`config.mk`:
```
export PLATFORM = sky130hd
export DESIGN_NAME = imem_rr_arb_flat
export DESIGN_NICKNAME = d
export VERILOG_FILES = /design/src/rtl/imem_rr_arb_pkg.sv /design/src/rtl/imem_rr_arb_if.sv /design/src/rtl/imem_rr_arb_rr_pick.sv /design/src/rtl/imem_rr_arb.sv /design/src/flat_wrapper.sv
export SDC_FILE = /design/constraint.sdc
export NUM_CORES = 1
export LEC_CHECK = 0
export CAP_MARGIN = 20
export CORE_MARGIN = 4
export CORE_UTILIZATION = 40
export CTS_CLUSTER_SIZE = 24
export DETAILED_ROUTE_END_ITERATION = 8
export GPL_ROUTABILITY_DRIVEN = 0
export GPL_TIMING_DRIVEN = 0
export PLACE_DENSITY_LB_ADDON = 0.15
export RECOVER_POWER = 25
export SLEW_MARGIN = 20
export SYNTH_ARGS = -nofsm -noshare
export SYNTH_HDL_FRONTEND = slang
export SYNTH_SLANG_ARGS = --single-unit
```
`constraint.sdc`:
```
create_clock -name clk -period 8.1 [get_ports clk]
set_input_delay 1.62 -clock clk [delete_from_list [all_inputs] [get_ports clk]]
set_output_delay 1.62 -clock clk [all_outputs]
set_load 0.01 [all_outputs]
```
`src/rtl/imem_rr_arb_pkg.sv`:
```
// imem_arb_pkg: shared FSM encoding and round-robin search helper for imem_rr_arb
// Contents: arb_state_t (RUN/CLEAR), MAXREQ bound, rr_find() first-set search from a pointer
package imem_arb_pkg;
  typedef enum logic {RUN, CLEAR} arb_state_t;
  localparam int MAXREQ = 16;
  // Returns {found, index} of the first set bit of req at or after ptr, wrapping at n.
  function automatic logic [4:0] rr_find(input logic [MAXREQ-1:0] req, input logic [3:0] ptr, input int n);
    logic [4:0] r;
    int j;
    r = '0;
    for (int i = MAXREQ - 1; i >= 0; i--) begin
      j = int'(ptr) + i;
      if (j >= n) j = j - n;
      if (i < n && req[j[3:0]]) r = {1'b1, j[3:0]};
    end
    return r;
  endfunction
endpackage

```
`src/rtl/imem_rr_arb_if.sv`:
```
// imem_rr_arb_if: requester, RAM-port and clear-control signals of imem_rr_arb
// slave: arbiter view (takes requests and mem_do, drives grants, read return, mem_* and clear status)
// master: environment view (clients plus RAM wrapper)
interface imem_rr_arb_if #(
  parameter int ADDRBIT = 9,
  parameter int WIDTH = 32,
  parameter int NREQ = 4,
  parameter int IDBIT = 2
);
  logic [NREQ-1:0] req_we;
  logic [NREQ-1:0] req_re;
  logic [NREQ*ADDRBIT-1:0] req_wa;
  logic [NREQ*ADDRBIT-1:0] req_ra;
  logic [NREQ*WIDTH-1:0] req_wd;
  logic [NREQ-1:0] gnt_w;
  logic [NREQ-1:0] gnt_r;
  logic rvld;
  logic [IDBIT-1:0] rid;
  logic [WIDTH-1:0] rdata;
  logic [ADDRBIT-1:0] mem_wa;
  logic [ADDRBIT-1:0] mem_ra;
  logic mem_we;
  logic mem_re;
  logic [WIDTH-1:0] mem_di;
  logic [WIDTH-1:0] mem_do;
  logic init_start;
  logic init_busy;
  logic init_done;
  modport slave (
    input  req_we, req_wa, req_wd, req_re, req_ra, mem_do, init_start,
    output gnt_w, gnt_r, rvld, rid, rdata, mem_wa, mem_we, mem_di, mem_ra, mem_re, init_busy, init_done
  );
  modport master (
    output req_we, req_wa, req_wd, req_re, req_ra, mem_do, init_start,
    input  gnt_w, gnt_r, rvld, rid, rdata, mem_wa, mem_we, mem_di, mem_ra, mem_re, init_busy, init_done
  );
endinterface

```
`src/rtl/imem_rr_arb_rr_pick.sv`:
```
// rr_pick: round-robin picker returning a one-hot grant and the advanced pointer
// Ports: req/elig request and eligibility masks, ptr search start, gnt one-hot grant, nxt next pointer
module rr_pick
  import imem_arb_pkg::*;
#(
  parameter int NREQ = 4,
  parameter int PW = 2
) (
  input  logic [NREQ-1:0] req,
  input  logic [NREQ-1:0] elig,
  input  logic [PW-1:0]   ptr,
  output logic [NREQ-1:0] gnt,
  output logic [PW-1:0]   nxt
);
  logic [MAXREQ-1:0] cand;
  logic [4:0] hit;
  always_comb begin
    cand = '0;
    cand[NREQ-1:0] = req & elig;
    hit = rr_find(cand, 4'(ptr), NREQ);
    gnt = hit[4] ? NREQ'(1) << hit[3:0] : '0;
    nxt = !hit[4] ? ptr : (hit[3:0] == 4'(NREQ - 1)) ? '0 : PW'(hit[3:0] + 4'd1);
  end
endmodule

```
`src/rtl/imem_rr_arb.sv`:
```
// imem_rr_arb: round-robin sharing of one dual-port RAM among NREQ requesters with clear sweep
// Ports: clk, rst (sync, active high); bus (slave) carries requests, grants, tagged read return,
// the registered mem_* write/read ports, mem_do, and init_start/init_busy/init_done
module imem_rr_arb
  import imem_arb_pkg::*;
#(
  parameter int ADDRBIT = 9,
  parameter int DEPTH = 512,
  parameter int WIDTH = 32,
  parameter int NREQ = 4,
  parameter int IDBIT = 2,
  parameter int RDLAT = 3,
  parameter int HAZWIN = 2,
  parameter string CLR_ON_RST = "ON"
) (
  input logic clk,
  input logic rst,
  imem_rr_arb_if.slave bus
);
  localparam int HD = HAZWIN > 1 ? HAZWIN - 1 : 1;
  localparam logic [ADDRBIT-1:0] LAST = ADDRBIT'(DEPTH - 1);
  localparam arb_state_t RST_ST = (CLR_ON_RST == "ON") ? CLEAR : RUN;
  arb_state_t state, state_nx;
  logic run, last, any_w, any_r;
  logic [ADDRBIT-1:0] caddr;
  logic [IDBIT-1:0] wptr, rptr, wptr_nx, rptr_nx;
  logic [NREQ-1:0] gnt_w, gnt_r, elig_r;
  logic [ADDRBIT-1:0] wa_sel, ra_sel;
  logic [WIDTH-1:0] wd_sel;
  logic [IDBIT-1:0] rid_sel, mem_id;
  // Past granted writes; the current cycle's write is compared combinationally.
  logic [HD-1:0] hv;
  logic [ADDRBIT-1:0] ha [HD];
  // Read return tracker fed from the registered read port, so its tail lines up with mem_do.
  logic [RDLAT-1:0] tv;
  logic [IDBIT-1:0] tid [RDLAT];
  always_comb begin
    run = state == RUN;
    last = state == CLEAR && caddr == LAST;
    state_nx = state;
    if (run && bus.init_start) state_nx = CLEAR;
    if (last) state_nx = RUN;
  end
  rr_pick #(.NREQ(NREQ), .PW(IDBIT)) u_wpick (
    .req(bus.req_we & {NREQ{run}}),
    .elig({NREQ{1'b1}}),
    .ptr(wptr),
    .gnt(gnt_w),
    .nxt(wptr_nx)
  );
  rr_pick #(.NREQ(NREQ), .PW(IDBIT)) u_rpick (
    .req(bus.req_re & {NREQ{run}}),
    .elig(elig_r),
    .ptr(rptr),
    .gnt(gnt_r),
    .nxt(rptr_nx)
  );
  assign any_w = |gnt_w;
  assign any_r = |gnt_r;
  always_comb begin
    wa_sel = '0;
    wd_sel = '0;
    for (int k = 0; k < NREQ; k++) begin
      wa_sel |= gnt_w[k] ? bus.req_wa[k*ADDRBIT +: ADDRBIT] : '0;
      wd_sel |= gnt_w[k] ? bus.req_wd[k*WIDTH +: WIDTH] : '0;
    end
  end
  always_comb begin
    elig_r = '0;
    for (int k = 0; k < NREQ; k++) begin
      elig_r[k] = !(any_w && bus.req_ra[k*ADDRBIT +: ADDRBIT] == wa_sel);
      for (int i = 0; i < HAZWIN - 1; i++)
        elig_r[k] &= !(hv[i] && ha[i] == bus.req_ra[k*ADDRBIT +: ADDRBIT]);
    end
  end
  always_comb begin
    ra_sel = '0;
    rid_sel = '0;
    for (int k = 0; k < NREQ; k++) begin
      ra_sel |= gnt_r[k] ? bus.req_ra[k*ADDRBIT +: ADDRBIT] : '0;
      rid_sel |= gnt_r[k] ? IDBIT'(k) : '0;
    end
  end
  always_ff @(posedge clk) begin
    if (rst) state <= RST_ST;
    else state <= state_nx;
  end
  always_ff @(posedge clk) begin
    if (rst) begin
      caddr <= '0;
      wptr <= '0;
      rptr <= '0;
      hv <= '0;
      tv <= '0;
      for (int i = 0; i < RDLAT; i++) tid[i] <= '0;
      mem_id <= '0;
      bus.mem_we <= 1'b0;
      bus.mem_wa <= '0;
      bus.mem_di <= '0;
      bus.mem_re <= 1'b0;
      bus.mem_ra <= '0;
      bus.init_done <= 1'b0;
    end else begin
      caddr <= (state == CLEAR && !last) ? caddr + 1'b1 : '0;
      wptr <= wptr_nx;
      rptr <= rptr_nx;
      hv[0] <= any_w;
      ha[0] <= wa_sel;
      for (int i = 1; i < HD; i++) begin
        hv[i] <= hv[i-1];
        ha[i] <= ha[i-1];
      end
      tv[0] <= bus.mem_re;
      tid[0] <= mem_id;
      for (int i = 1; i < RDLAT; i++) begin
        tv[i] <= tv[i-1];
        tid[i] <= tid[i-1];
      end
      mem_id <= rid_sel;
      bus.mem_we <= !run || any_w;
      bus.mem_wa <= run ? wa_sel : caddr;
      bus.mem_di <= run ? wd_sel : '0;
      bus.mem_re <= any_r;
      bus.mem_ra <= ra_sel;
      bus.init_done <= last;
    end
  end
  assign bus.gnt_w = gnt_w;
  assign bus.gnt_r = gnt_r;
  assign bus.rvld = tv[RDLAT-1];
  assign bus.rid = tid[RDLAT-1];
  assign bus.rdata = bus.mem_do;
  assign bus.init_busy = state == CLEAR;
endmodule
```
`src/flat_wrapper.sv`:
```
// flat-port wrapper written by rule: the top's interface ports become plain ports
module imem_rr_arb_flat import imem_arb_pkg::*;
#(
  parameter int ADDRBIT = 9,
  parameter int DEPTH = 512,
  parameter int WIDTH = 32,
  parameter int NREQ = 4,
  parameter int IDBIT = 2,
  parameter int RDLAT = 3,
  parameter int HAZWIN = 2,
  parameter string CLR_ON_RST = "  "
)
  (clk, rst, bus_req_we, bus_req_wa, bus_req_wd, bus_req_re, bus_req_ra, bus_mem_do, bus_init_start, bus_gnt_w, bus_gnt_r, bus_rvld, bus_rid, bus_rdata, bus_mem_wa, bus_mem_we, bus_mem_di, bus_mem_ra, bus_mem_re, bus_init_busy, bus_init_done);
  imem_rr_arb_if #(.ADDRBIT(ADDRBIT), .WIDTH(WIDTH), .NREQ(NREQ), .IDBIT(IDBIT)) bus_i ();
  input logic clk;
  input logic rst;
  input wire logic [$bits(bus_i.req_we)-1:0] bus_req_we;
  input wire logic [$bits(bus_i.req_wa)-1:0] bus_req_wa;
  input wire logic [$bits(bus_i.req_wd)-1:0] bus_req_wd;
  input wire logic [$bits(bus_i.req_re)-1:0] bus_req_re;
  input wire logic [$bits(bus_i.req_ra)-1:0] bus_req_ra;
  input wire logic [$bits(bus_i.mem_do)-1:0] bus_mem_do;
  input wire logic [$bits(bus_i.init_start)-1:0] bus_init_start;
  output wire logic [$bits(bus_i.gnt_w)-1:0] bus_gnt_w;
  output wire logic [$bits(bus_i.gnt_r)-1:0] bus_gnt_r;
  output wire logic [$bits(bus_i.rvld)-1:0] bus_rvld;
  output wire logic [$bits(bus_i.rid)-1:0] bus_rid;
  output wire logic [$bits(bus_i.rdata)-1:0] bus_rdata;
  output wire logic [$bits(bus_i.mem_wa)-1:0] bus_mem_wa;
  output wire logic [$bits(bus_i.mem_we)-1:0] bus_mem_we;
  output wire logic [$bits(bus_i.mem_di)-1:0] bus_mem_di;
  output wire logic [$bits(bus_i.mem_ra)-1:0] bus_mem_ra;
  output wire logic [$bits(bus_i.mem_re)-1:0] bus_mem_re;
  output wire logic [$bits(bus_i.init_busy)-1:0] bus_init_busy;
  output wire logic [$bits(bus_i.init_done)-1:0] bus_init_done;
  assign bus_i.req_we = bus_req_we;
  assign bus_i.req_wa = bus_req_wa;
  assign bus_i.req_wd = bus_req_wd;
  assign bus_i.req_re = bus_req_re;
  assign bus_i.req_ra = bus_req_ra;
  assign bus_i.mem_do = bus_mem_do;
  assign bus_i.init_start = bus_init_start;
  assign bus_gnt_w = bus_i.gnt_w;
  assign bus_gnt_r = bus_i.gnt_r;
  assign bus_rvld = bus_i.rvld;
  assign bus_rid = bus_i.rid;
  assign bus_rdata = bus_i.rdata;
  assign bus_mem_wa = bus_i.mem_wa;
  assign bus_mem_we = bus_i.mem_we;
  assign bus_mem_di = bus_i.mem_di;
  assign bus_mem_ra = bus_i.mem_ra;
  assign bus_mem_re = bus_i.mem_re;
  assign bus_init_busy = bus_i.init_busy;
  assign bus_init_done = bus_i.init_done;
  imem_rr_arb #(.ADDRBIT(ADDRBIT), .DEPTH(DEPTH), .WIDTH(WIDTH), .NREQ(NREQ), .IDBIT(IDBIT), .RDLAT(RDLAT), .HAZWIN(HAZWIN), .CLR_ON_RST(CLR_ON_RST)) u_core (.clk(clk), .rst(rst), .bus(bus_i));
endmodule
```
# Word level (Yosys, flattened, before mapping)
# Memories as Yosys holds them, arrays and structs flattened.
# Cells that the tools add are included.
[op_classes]
add_sub_neg = 17
magnitude_cmp = 16
n_eq_ne = 11
shift = 2
mux = 58
bitwise = 23
reduce_logical = 26
[op_table]
columns = ["cell", "count"]
rows = [
  ["32-bit two-way mux", 4],
  ["32-bit OR", 3],
  ["9-bit two-way mux", 9],
  ["9-bit == test", 8],
  ["9-bit OR", 6],
  ["4-bit by 5-bit less-than comparator with 1-bit output, second input constant", 8],
  ["4-bit two-way mux", 10],
  ["5-bit two-way mux", 8],
  ["1-bit binary-select mux with 4-bit select", 8],
  ["3-bit by 3-bit subtractor with 4-bit output, second input constant", 6],
  ["3-bit >= comparator, second input constant", 6],
  ["2-bit two-way mux", 7],
  ["2-bit by 2-bit adder with 3-bit output, second input constant", 4],
  ["4-bit AND", 3],
  ["1-bit two-way mux", 12],
  ["1-bit logical AND", 11],
  ["9-bit by 1-bit adder with 9-bit output, second input constant", 1],
  ["9-bit == test, second input constant", 1],
  ["1-bit zero test", 9],
  ["4-bit by 2-bit == test with 1-bit output, second input constant", 2],
  ["4-bit OR reduction", 2],
  ["1-bit by 4-bit left shift with 4-bit output, first input constant", 2],
  ["2-bit by 3-bit subtractor with 4-bit output, second input constant", 2],
  ["2-bit by 1-bit adder with 3-bit output, second input constant", 2],
  ["8 further kinds", 19],
]
[word_totals]
regBits = 73
ram_bits = 15
input_bits = 243
out_inout_bits = 97
word_cells = 168
n_memories = 2
[mem_list]
columns = ["name", "words", "width", "rd", "rd_ports_with_merged_regs", "write_ports", "line_no", "source"]
rows = [
  ["u_core.ha", 1, 9, 1, 0, 1, "imem_rr_arb.sv:33", "logic [ADDRBIT-1:0] ha [HD];"],
  ["u_core.tid", 3, 2, 3, 0, 3, "imem_rr_arb.sv:36", "logic [IDBIT-1:0] tid [RDLAT];"],
]

# Depth between registers and ports, before layout
# Gate-level depths: netlist of the first run.
[depth]
word_depth = 32
depth_mapped = 22
mapped_depth_nobuf = 17

# By module
# A second synthesis of the first run with hierarchy kept.
[hier_totals]
cells_unflattened = 611
hier_area_um2 = 5562.8
[by_module_without_submodules]
columns = ["module", "instances", "cells_per_inst", "area_per_inst_um2", "seq_area_each_um2"]
rows = [
  ["imem_rr_arb", 1, 498, 4680.7, 1851.8],
  ["rr_pick at u_core.u_rpick", 1, 60, 475.5, 0.0],
  ["rr_pick at u_core.u_wpick", 1, 53, 406.6, 0.0],
]

# Worst setup path after synthesis of the first run
# No wires, ideal clock.
[synth_path]
path_kind = "input-to-output"
start = "in bus_req_we[0]"
end = "out bus_gnt_r[0]"
arrival_ps = 5422
required_time_ps = 6480
path_slack_ps = 1058
cell_stages = 16
path_buffers = 2
path_cell_list = "mux4_2 -> a22oi_2 -> nor3_1 -> a21boi_2 -> nor2_2 -> buf_6 -> mux2i_1 -> xor2_1 -> nor4_1 -> nand3_1 -> nor2b_1 -> mux4_2 -> a311oi_2 -> nor3_4 -> buf_4 -> nor3b_1"
[synth_via]
elab_chain_cells = 26
word_cells_on_any_way = 54
classes_between = "eq/ne: 4; shift: 2; mux: 30; bitwise: 9; reduce/logical: 9"
[synth_lines]
columns = ["element", "line_no", "source"]
rows = [
  ["start, declared", "flat_wrapper.sv:17", "input wire logic [$bits(bus_i.req_we)-1:0] bus_req_we;"],
  ["4-bit AND *", "imem_rr_arb.sv:45", ".req(bus.req_we & {NREQ{run}}),"],
  ["1-bit binary-select mux with 4-bit select", "imem_rr_arb_pkg.sv:14", "if (i < n && req[j[3:0]]) r = {1'b1, j[3:0]};"],
  ["1-bit two-way mux (not written as such)", "imem_rr_arb_pkg.sv:14", ""],
  ["5-bit two-way mux (3 in a row)", "imem_rr_arb_pkg.sv:14", ""],
  ["5-bit two-way mux *", "imem_rr_arb_pkg.sv:14", ""],
  ["1-bit by 4-bit left shift with 4-bit output", "imem_rr_arb_rr_pick.sv:21", "gnt = hit[4] ? NREQ'(1) << hit[3:0] : '0;"],
  ["4-bit two-way mux *", "imem_rr_arb_rr_pick.sv:21", ""],
  ["9-bit two-way mux", "imem_rr_arb.sv:64", "wa_sel |= gnt_w[k] ? bus.req_wa[k*ADDRBIT +: ADDRBIT] : '0;"],
  ["[3 not listed]", "--", ""],
  ["net u_core.wa_sel[1]", "imem_rr_arb.sv:28", "logic [ADDRBIT-1:0] wa_sel, ra_sel;"],
  ["[3 not listed]", "--", ""],
  ["1-bit AND", "imem_rr_arb.sv:73", "elig_r[k] &= !(hv[i] && ha[i] == bus.req_ra[k*ADDRBIT +: ADDRBIT]);"],
  ["4-bit AND *", "imem_rr_arb_rr_pick.sv:19", "cand[NREQ-1:0] = req & elig;"],
  ["1-bit binary-select mux with 4-bit select", "imem_rr_arb_pkg.sv:14", ""],
  ["1-bit two-way mux (not written as such)", "imem_rr_arb_pkg.sv:14", ""],
  ["5-bit two-way mux (3 in a row)", "imem_rr_arb_pkg.sv:14", ""],
  ["5-bit two-way mux *", "imem_rr_arb_pkg.sv:14", ""],
  ["1-bit by 4-bit left shift with 4-bit output", "imem_rr_arb_rr_pick.sv:21", ""],
  ["4-bit two-way mux *", "imem_rr_arb_rr_pick.sv:21", ""],
  ["end, declared", "flat_wrapper.sv:25", "output wire logic [$bits(bus_i.gnt_r)-1:0] bus_gnt_r;"],
]
# Mark *: on every way through the listed nets, which the timed path passes. The rest lies on a longest branch. The select of a mux whose other input is x is not followed.

# Final worst setup path of the first run
[layout_path]
start = "in bus_req_we[3]"
end = "out bus_gnt_r[2]"
[layout_via]
elab_chain_cells = 26
word_cells_on_any_way = 54
classes_between = "eq/ne: 4; shift: 2; mux: 30; bitwise: 9; reduce/logical: 9"
[layout_lines]
columns = ["element", "line_no"]
rows = [
  ["4-bit AND *", "imem_rr_arb.sv:45"],
  ["1-bit binary-select mux with 4-bit select", "imem_rr_arb_pkg.sv:14"],
  ["1-bit two-way mux (not written as such)", "imem_rr_arb_pkg.sv:14"],
  ["5-bit two-way mux (3 in a row)", "imem_rr_arb_pkg.sv:14"],
  ["5-bit two-way mux *", "imem_rr_arb_pkg.sv:14"],
  ["1-bit by 4-bit left shift with 4-bit output", "imem_rr_arb_rr_pick.sv:21"],
  ["4-bit two-way mux *", "imem_rr_arb_rr_pick.sv:21"],
  ["9-bit two-way mux", "imem_rr_arb.sv:64"],
  ["[6 not listed]", "--"],
  ["1-bit AND", "imem_rr_arb.sv:73"],
  ["4-bit AND *", "imem_rr_arb_rr_pick.sv:19"],
  ["1-bit binary-select mux with 4-bit select", "imem_rr_arb_pkg.sv:14"],
  ["1-bit two-way mux (not written as such)", "imem_rr_arb_pkg.sv:14"],
  ["5-bit two-way mux (3 in a row)", "imem_rr_arb_pkg.sv:14"],
  ["5-bit two-way mux *", "imem_rr_arb_pkg.sv:14"],
  ["1-bit by 4-bit left shift with 4-bit output", "imem_rr_arb_rr_pick.sv:21"],
  ["4-bit two-way mux *", "imem_rr_arb_rr_pick.sv:21"],
]
# Every way passes the cells marked *; elsewhere a longest branch is shown, timed or not. The select of a mux whose other input is x is not followed.

==> flow_summary.toml, run 1 <==
[outcome]
run_status = "finished clean"

[hold_path]
worst_hold_path.num_cells = 1
hold_path_class = "flop to flop"

[worst_setup_path]
critical_path.max_fanout = 9
arrival_ns = 6.48
worst-r2r-cell-count = 25
cp_num_buf_inv = 3
worstSetupPathType = "input pin to output port"
slowest_stage = "mux4_2"
timing.critical_path.slowest_cell_delay_ns = 0.59
critical_path.endpoint_type = "output port"
critical_path_depth = 16
worst_ep_required_time_ns = 6.48
critical_path.cell_chain = "clkdlybuf4s50_1 > mux4_2 > a22oi_2 > o211ai_1 > and2_0 > mux4_2 > xor2_1 > a2111oi_4 > a21oi_4 > a221oi_2 > nor3_2 > buf_4 > o41a_1 > a21boi_4 > nor2_1 > clkdlybuf4s50_1"
critPathTopFamily = "compound AO/OA/AOI/OAI gates"
worstSetupStartpointType = "input pin"

[placement]
detailedPlacementHpwl_mm = 19.82
total_of_buffers_placed_on_input_and_output_ports = 307
pre_cts_slack_ns = -0.6929

[detailed_routing]
wl_per_cell_microns = 18.88
detail_route.iter0.violations = 528
via_count = 7064
postRouteWirelength_mm = 25.01
ant_nets = 0
vias_per_cell = 5.331
route.detailed.drc = 0
detailed_routing_iterations_pass_1 = 5

[logic_synthesis]
yosys.cell_types.count = 73
syn-instance-count = 766
synth-warning-count = 0
synth-async-reset-ratio = 0
synth-edff-count = 9
synth.cell_area_sq_um = 6372
synth_top_flop_cell = "dfxtp_1"
synth_fp_nets = 1021
synth-seq-area-share = 0.2906
ys_seq_elements = 88
synth.avg_cell_area_sq_um = 8.319

[floorplan]
placementRows = 45
fp.dieH_microns = 134.2
starting_density = 0.4131
pin_count = 340
die_w_microns = 134.2
die_area_sq_um = 18010
core-area_sq_um = 15430

[final_layout]
nets = 1364
area.growth.synth_to_final_pct = 63.54
final_antenna_diode_count = 0
drive_gt1_frac = 0.1329
most-common-layout-cells = "clkdlybuf4s50_1 (277), nand2_1 (94), dfxtp_1 (79)"
commonest_non_fill_non_tap_cell_in_the_layout = "clkdlybuf4s50_1"

[timing]
fin_skew_ns = 0.01028
final.min_clock_period_ns = 8.097
timing.final.setup_violations = 0
worst_pin_slew_ns = 0.9090
max_slew_margin = 0.3894
finalSetupTns_ns = 0
rsz0062_at_grt = "true"
clock.fmax_mhz = 123.5
finalMaxSlewViolations = 0
report.final.hold_viol_count = 0
period_utilisation_layout = 0.9997
setup_ws_ns = 0.002513

[global_route]
antenna_violations_before_repair = 0
global_route.usage.total = 0.2614
gr-total-overflow = 0
first_global_vias = 6892
grt_start_max_net_pins = 16
grt_first_pass_wirelength_mm = 37.18

[cts]
clk_root_buffer_cell = "clkbuf_16"
tritoncts_clock_tree = "built"
insertion_delay_ns = 0.35
clock_tree.htree_level_count = 3
cts.path.max_buffers = 2
cts.sinks = 88
cts.clk_slew.worst_paths_ns = 0.06
tritoncts.num_buffers = 9

[job]
drv.max_cap_violation_count = 0

[pwr]
power_density_nw_per_um2 = 380.7
p_leak_nw = 4.020
irDropWorstVdd_mv = 0.2848
[timing repair]
| action | 4_1_cts | 5_1_grt |
|---|---|---|
| setup endpoints to repair | 4 | 4 |
| gates resized for setup | 30 | 22 |
| setup buffers | 11 | 15 |
| pin swaps | 10 | 15 |
| hold buffers | 0 | 0 |
[per-layer routing]
layer | vias to the layer above | global-route usage | wire length [microns] | part of all wire
met1 | 3303 | 0.3333 | 10170 | 0.41
li1 | 3398 | - | - | -
met2 | 338 | 0.4511 | 12490 | 0.50
met4 | 0 | 0.06052 | 337 | 0.013
met3 | 25 | 0.05851 | 2017 | 0.081
met5 | - | 0 | 0 | 0
[worst reg2reg max path, cell delays in order (launching register included)]
cell and delay (ns):
dfxtp_1 0.35, buf_6 0.17, inv_1 0.11, clkbuf_1 0.56, ha_1 0.40, nor2b_1 0.19, a32oi_1 0.26, o22a_2 0.22
nand2_4 0.11, buf_4 0.23, a211oi_2 0.15, a221o_1 0.13, buf_2 0.22, inv_1 0.11, a2111oi_4 0.41, nand4_1 0.23
buf_4 0.20, a221oi_2 0.27, nor3_2 0.10, buf_4 0.16, and3_1 0.19, nor3_4 0.21, buf_4 0.19, buf_6 0.18
mux2i_1 0.27, o22ai_1 0.12
[state kept, by name, summed over array words and instances (netlist names)]
register and flops:
u_core.bus.mem_di 32, u_core.bus.init_done 1, u_core.rptr 2, u_core.tid 6
u_core.tv 3, u_core.bus.mem_re 1, u_core.bus.mem_wa 9, u_core.bus.init_busy 1
u_core.mem_id 2, u_core.bus.mem_ra 9, u_core.hv 1, u_core.caddr 9
u_core.bus.mem_we 1, u_core.wptr 2, u_core.ha 9
[cell usage after synthesis (3+ instances only)]
library cell  count  area (sq um)
a2111oi_0         6         52.55
a211o_1           5         43.79
a211oi_1          7         52.55
a21boi_0          4         30.03
a21oi_1          55         275.3
a221oi_1         37         324.1
and2_1            5         31.28
and3_1            4         25.02
and4_1            3         26.28
buf_2             8         40.04
buf_4            36         270.3
buf_6             4         45.04
clkbuf_1         30         112.6
dfxtp_1          79          1582
edfxtp_1          9         270.3
ha_1             12         150.1
inv_1            18         67.56
mux2_2            7         78.83
mux2i_1          32         320.3
mux4_2            4         90.09
nand2_1          96         360.4
nand3_1          19         95.09
nand4_1          13         81.33
nor2_1           68         255.2
nor2b_1          29         181.4
nor3_1           11         55.05
nor4_1            4         25.02
o211ai_1          7         52.55
o21ai_0          14         70.07
o22ai_1          10         62.56
o311ai_0          3         26.28
or3_1             7         43.79
xnor2_1          39         341.6
xor2_1           31         271.5
[path summary, 6_finish.rpt]
path / to / slack (ns) / startpoint
worst max-delay path: bus_gnt_r[2] / 0.003 / bus_req_we[3]
worst min-delay path: u_core.tid[0][1] / 0.44 / u_core.mem_id[1]
worst max register to register: u_core.bus.mem_ra[6] / 2.21 / u_core.wptr[0]
worst min register to register: u_core.tid[0][1] / 0.44 / u_core.mem_id[1]
[through the flow]
step | hold slack (ns) | total power [mW] | cells | utilization | cell area [sq um]
2_1_floorplan | 0.4138 | 2.376 | 766 | - | 6372
3_3_place_gp | 0.4211 | 3.257 | 1284 | 0.6294 | 9709
3_5_place_dp | 0.4247 | 3.274 | 1284 | 0.6294 | 9709
4_1_cts | 0.4391 | 3.846 | 1311 | 0.6633 | 10230
5_1_grt | 0.4465 | 4.227 | 1325 | 0.6755 | 10420
6_report | 0.4371 | 3.967 | 1325 | 0.6755 | 10420
[cell families after synthesis]
group | count (synthesis) | share of synthesized area
adder cells (fa/ha/maj) | 12 | 0.02356
flip-flops | 88 | 0.2906
AND/OR/NAND/NOR | 275 | 0.2060
buffers and inverters | 97 | 0.08462
XOR/XNOR | 70 | 0.09621
multiplexers | 45 | 0.08149
AO/OA/AOI/OAI | 179 | 0.2176
[area by class of cell]
type	instances	area, sq um
Timing Repair Buffer	333	3277
Fill cell	1351	5006
Sequential cell	88	1852
Clock inverter	5	38.79
Tap cell	211	264.0
Inverter	18	67.56
Clock buffer	11	242.7
Buffer	78	484.2
Multi-Input combinational cell	581	4195
[report_power, final]
part / internal, mW / switching (mW)
Sequential: 0.612 / 0.0911
Clock: 0.219 / 0.185
Combinational: 1.30 / 1.56
Total: 2.13 / 1.84
Note: power is estimated with default switching activity, not from simulation.
==> inputs of run 2 (changes only) <==
--- a/config.mk
+++ b/config.mk
@@ -5,9 +5,10 @@
 export SDC_FILE = /design/constraint.sdc
 export NUM_CORES = 1
 export LEC_CHECK = 0
+export ABC_AREA = 1
 export CAP_MARGIN = 20
 export CORE_MARGIN = 4
-export CORE_UTILIZATION = 40
+export CORE_UTILIZATION = 39
 export CTS_CLUSTER_SIZE = 24
 export DETAILED_ROUTE_END_ITERATION = 8
 export GPL_ROUTABILITY_DRIVEN = 0
==> run 2 against run 1 <==
- global-route usage up 2.7 points
- sequential power shrank 5.1%
- final cell count increased by 3.0%
- total power grew 5.1%
- critical path type unchanged
- largest cell class is now non-clock buffers
- highest routed layer unchanged
==> flow_summary.toml, run 2 <==
[cts]
insertion_delay_ns = 0.36
clock_tree.htree_level_count = 3
cts.sinks = 88
post_cts_hold_buffer_count = 0
cts.path.max_buffers = 2
cts.clk_slew.worst_paths_ns = 0.07
clk_root_buffer_cell = "clkbuf_16"
tritoncts.num_buffers = 9
tritoncts_clock_tree = "built"

[global_route]
global_route.usage.total = 0.2881
gr-total-overflow = 0
grt_start_max_net_pins = 16
antenna_violations_before_repair = 0
grt_first_pass_wirelength_mm = 37.00
first_global_vias = 6773

[floorplan]
die_area_sq_um = 17070
placementRows = 44
fp.dieH_microns = 130.7
starting_density = 0.4007
pin_count = 340
core-area_sq_um = 14640
die_w_microns = 130.7

[timing]
final.min_clock_period_ns = 7.579
timing.final.setup_violations = 0
fin_skew_ns = 0.01138
report.final.hold_viol_count = 0
max_slew_margin = 0.4817
rsz0062_at_grt = "false"
finalMaxSlewViolations = 0
finalSetupTns_ns = 0
period_utilisation_layout = 0.9356
worst_pin_slew_ns = 0.7578
clock.fmax_mhz = 132.0

[pwr]
netSwitchingPower_mw = 2.191
intPower_mw = 1.977
power_frac_clock = 0.110
p_leak_nw = 4.161
sw_frac_of_total = 0.5256
pwr-share-seq = 0.160
power_density_nw_per_um2 = 439.4
irDropWorstVdd_mv = 0.2280
pwr-share-comb = 0.730

[worst_setup_path]
arrival_ns = 5.96
critical_path.max_fanout = 10
critPathTopFamily = "simple AND/OR/NAND/NOR gates"
worst_ep_required_time_ns = 6.48
worst-r2r-cell-count = 28
timing.critical_path.slowest_cell_delay_ns = 0.60
cp_num_buf_inv = 6
worstSetupPathType = "input pin to output port"
critical_path.endpoint_type = "output port"
crit_path_frequent_cell = "nand2_1"
slowest_stage = "clkdlybuf4s50_1"
worstSetupStartpointType = "input pin"
critical_path_depth = 32

[final_layout]
most-common-layout-cells = "clkdlybuf4s50_1 (279), nand2_1 (239), dfxtp_1 (79)"
drive_gt1_frac = 0.09145
area.growth.synth_to_final_pct = 61.64
ff_latch_area_sq_um = 1852
commonest_non_fill_non_tap_cell_in_the_layout = "clkdlybuf4s50_1"
nets = 1432
post-route-util = 0.6477
multi_input_area_sq_um = 3249
max_flop_register = "u_core.bus.mem_di"
fillCellCount = 1303
largest_register_ffs = 32
post-route-cell-area_sq_um = 9485
final_antenna_diode_count = 0

[logic_synthesis]
synth_top_flop_cell = "dfxtp_1"
synth-warning-count = 0
synthDominantAreaCellType = "dfxtp_1"
post_synth_main_area_contributors = "dfxtp_1 (27%), nand2_1 (15%), nand3_1 (5.7%)"
synth-edff-count = 9
synth-seq-area-share = 0.3156
ys_seq_elements = 88
syn-instance-count = 860
synth.avg_cell_area_sq_um = 6.823
synth_fp_nets = 1115
yosysTopAreaCellShare = 0.2695
synth.most_common_cell = "nand2_1"
commonest_cells_post_synth = "nand2_1 (239), dfxtp_1 (79), inv_1 (72), nor2_1 (72), nand3_1 (67)"
yosys.cell_types.count = 44
synth-async-reset-ratio = 0
synth.cell_area_sq_um = 5868

[detailed_routing]
route.detailed.drc = 0
drt-met1-wl_mm = 10.05
detailroute.wirelength.met2_mm = 12.11
maxUsedRoutingLayer = "met4"
detail_route.iter0.violations = 494
wl_per_cell_microns = 18.69
postRouteWirelength_mm = 25.51
via_count = 7021
vias_per_cell = 5.144
ant_nets = 0
dr_wl_met3_mm = 2.739
detailed_routing_iterations_pass_1 = 6

[placement]
post_dp_cell_area_sq_um = 9161
total_of_buffers_placed_on_input_and_output_ports = 306
detailedPlacementHpwl_mm = 21.01

[outcome]
run_status = "finished clean"

[hold_path]
hold_path_class = "flop to flop"
worst_hold_path.num_cells = 2

[job]
drv.max_cap_violation_count = 0
==> run 2: cell count changes after synthesis, moves of 18 or more <==
cell,change
inv_1,+54
mux2i_1,-32
nand3_1,+48
a22oi_1,+32
xnor2_1,-33
a21oi_1,-44
a31oi_1,+33
nor2b_1,-29
xor2_1,-18
a221oi_1,-33
nand2_1,+143
==> run 2: layout make-up <==
cell class | instances | share of cell area
Tap cell | 184 | 0.02427
Clock inverter | 6 | 0.009761
Timing Repair Buffer | 306 | 0.3229
Buffer | 65 | 0.04604
Clock buffer | 9 | 0.02374
Inverter | 89 | 0.03548
Sequential cell | 88 | 0.1952
Multi-Input combinational cell | 618 | 0.3426
==> run 2: worst paths after layout <==
kind,from,endpoint,slack [ns]
worst max-delay path,bus_req_we[1],bus_gnt_r[0],0.52
worst min-delay path,u_core.tv[0],u_core.tv[1],0.41
worst max register to register,u_core.wptr[0],u_core.bus.mem_ra[3],3.65
worst min register to register,u_core.tv[0],u_core.tv[1],0.41
==> run 2: repair_timing <==
item | in CTS | in global routing
resized for setup | 0 | 3
setup endpoints to repair | 0 | 1
buffers inserted | 0 | 0
==> run 2: kinds of logic after synthesis <==
| group | synth area share |
|---|---|
| AND/OR/NAND/NOR | 0.3405 |
| buffers and inverters | 0.1316 |
| AO/OA/AOI/OAI | 0.1584 |
| flip-flops | 0.3156 |
| XOR/XNOR | 0.02836 |
| adder cells (fa/ha/maj) | 0.02559 |
==> run 2: worst reg2reg max path: cells and delay by family (launching register included) <==
family	cells	cell delay, ns
fa+ha+maj	1	0.37
buf+inv	3	0.57
simple gates	24	2.93
flops	1	0.49
==> run 2: stage by stage <==
stage / std cells / hold slack [ns] / total power [mW] / setup WS, ns
after floorplan: 860 / 0.3883 / 2.669 / 2.237
after global placement: 1350 / 0.3897 / 3.656 / 0.4033
after detailed placement: 1350 / 0.3950 / 3.689 / 0.3416
after CTS: 1365 / 0.4066 / 4.157 / 0.3310
after global routing: 1365 / 0.4136 / 4.531 / 0.06797
final: 1365 / 0.4053 / 4.168 / 0.5215
==> run 2: layer usage <==
metal,global-route usage,vias up
met4,0.08651,0
met3,0.1077,50
met5,0,-
li1,-,3478
met1,0.3536,3149
met2,0.4725,344
==> run 2: power by group through the flow <==
stage / Sequential (mW) / Clock (mW) / Combinational [mW]
global route: 0.681 / 0.481 / 3.37
finish: 0.667 / 0.459 / 3.04
detailed placement: 0.677 / 0 / 3.01
global placement: 0.673 / 0 / 2.98
CTS: 0.668 / 0.464 / 3.03
floorplan: 0.701 / 0 / 1.97
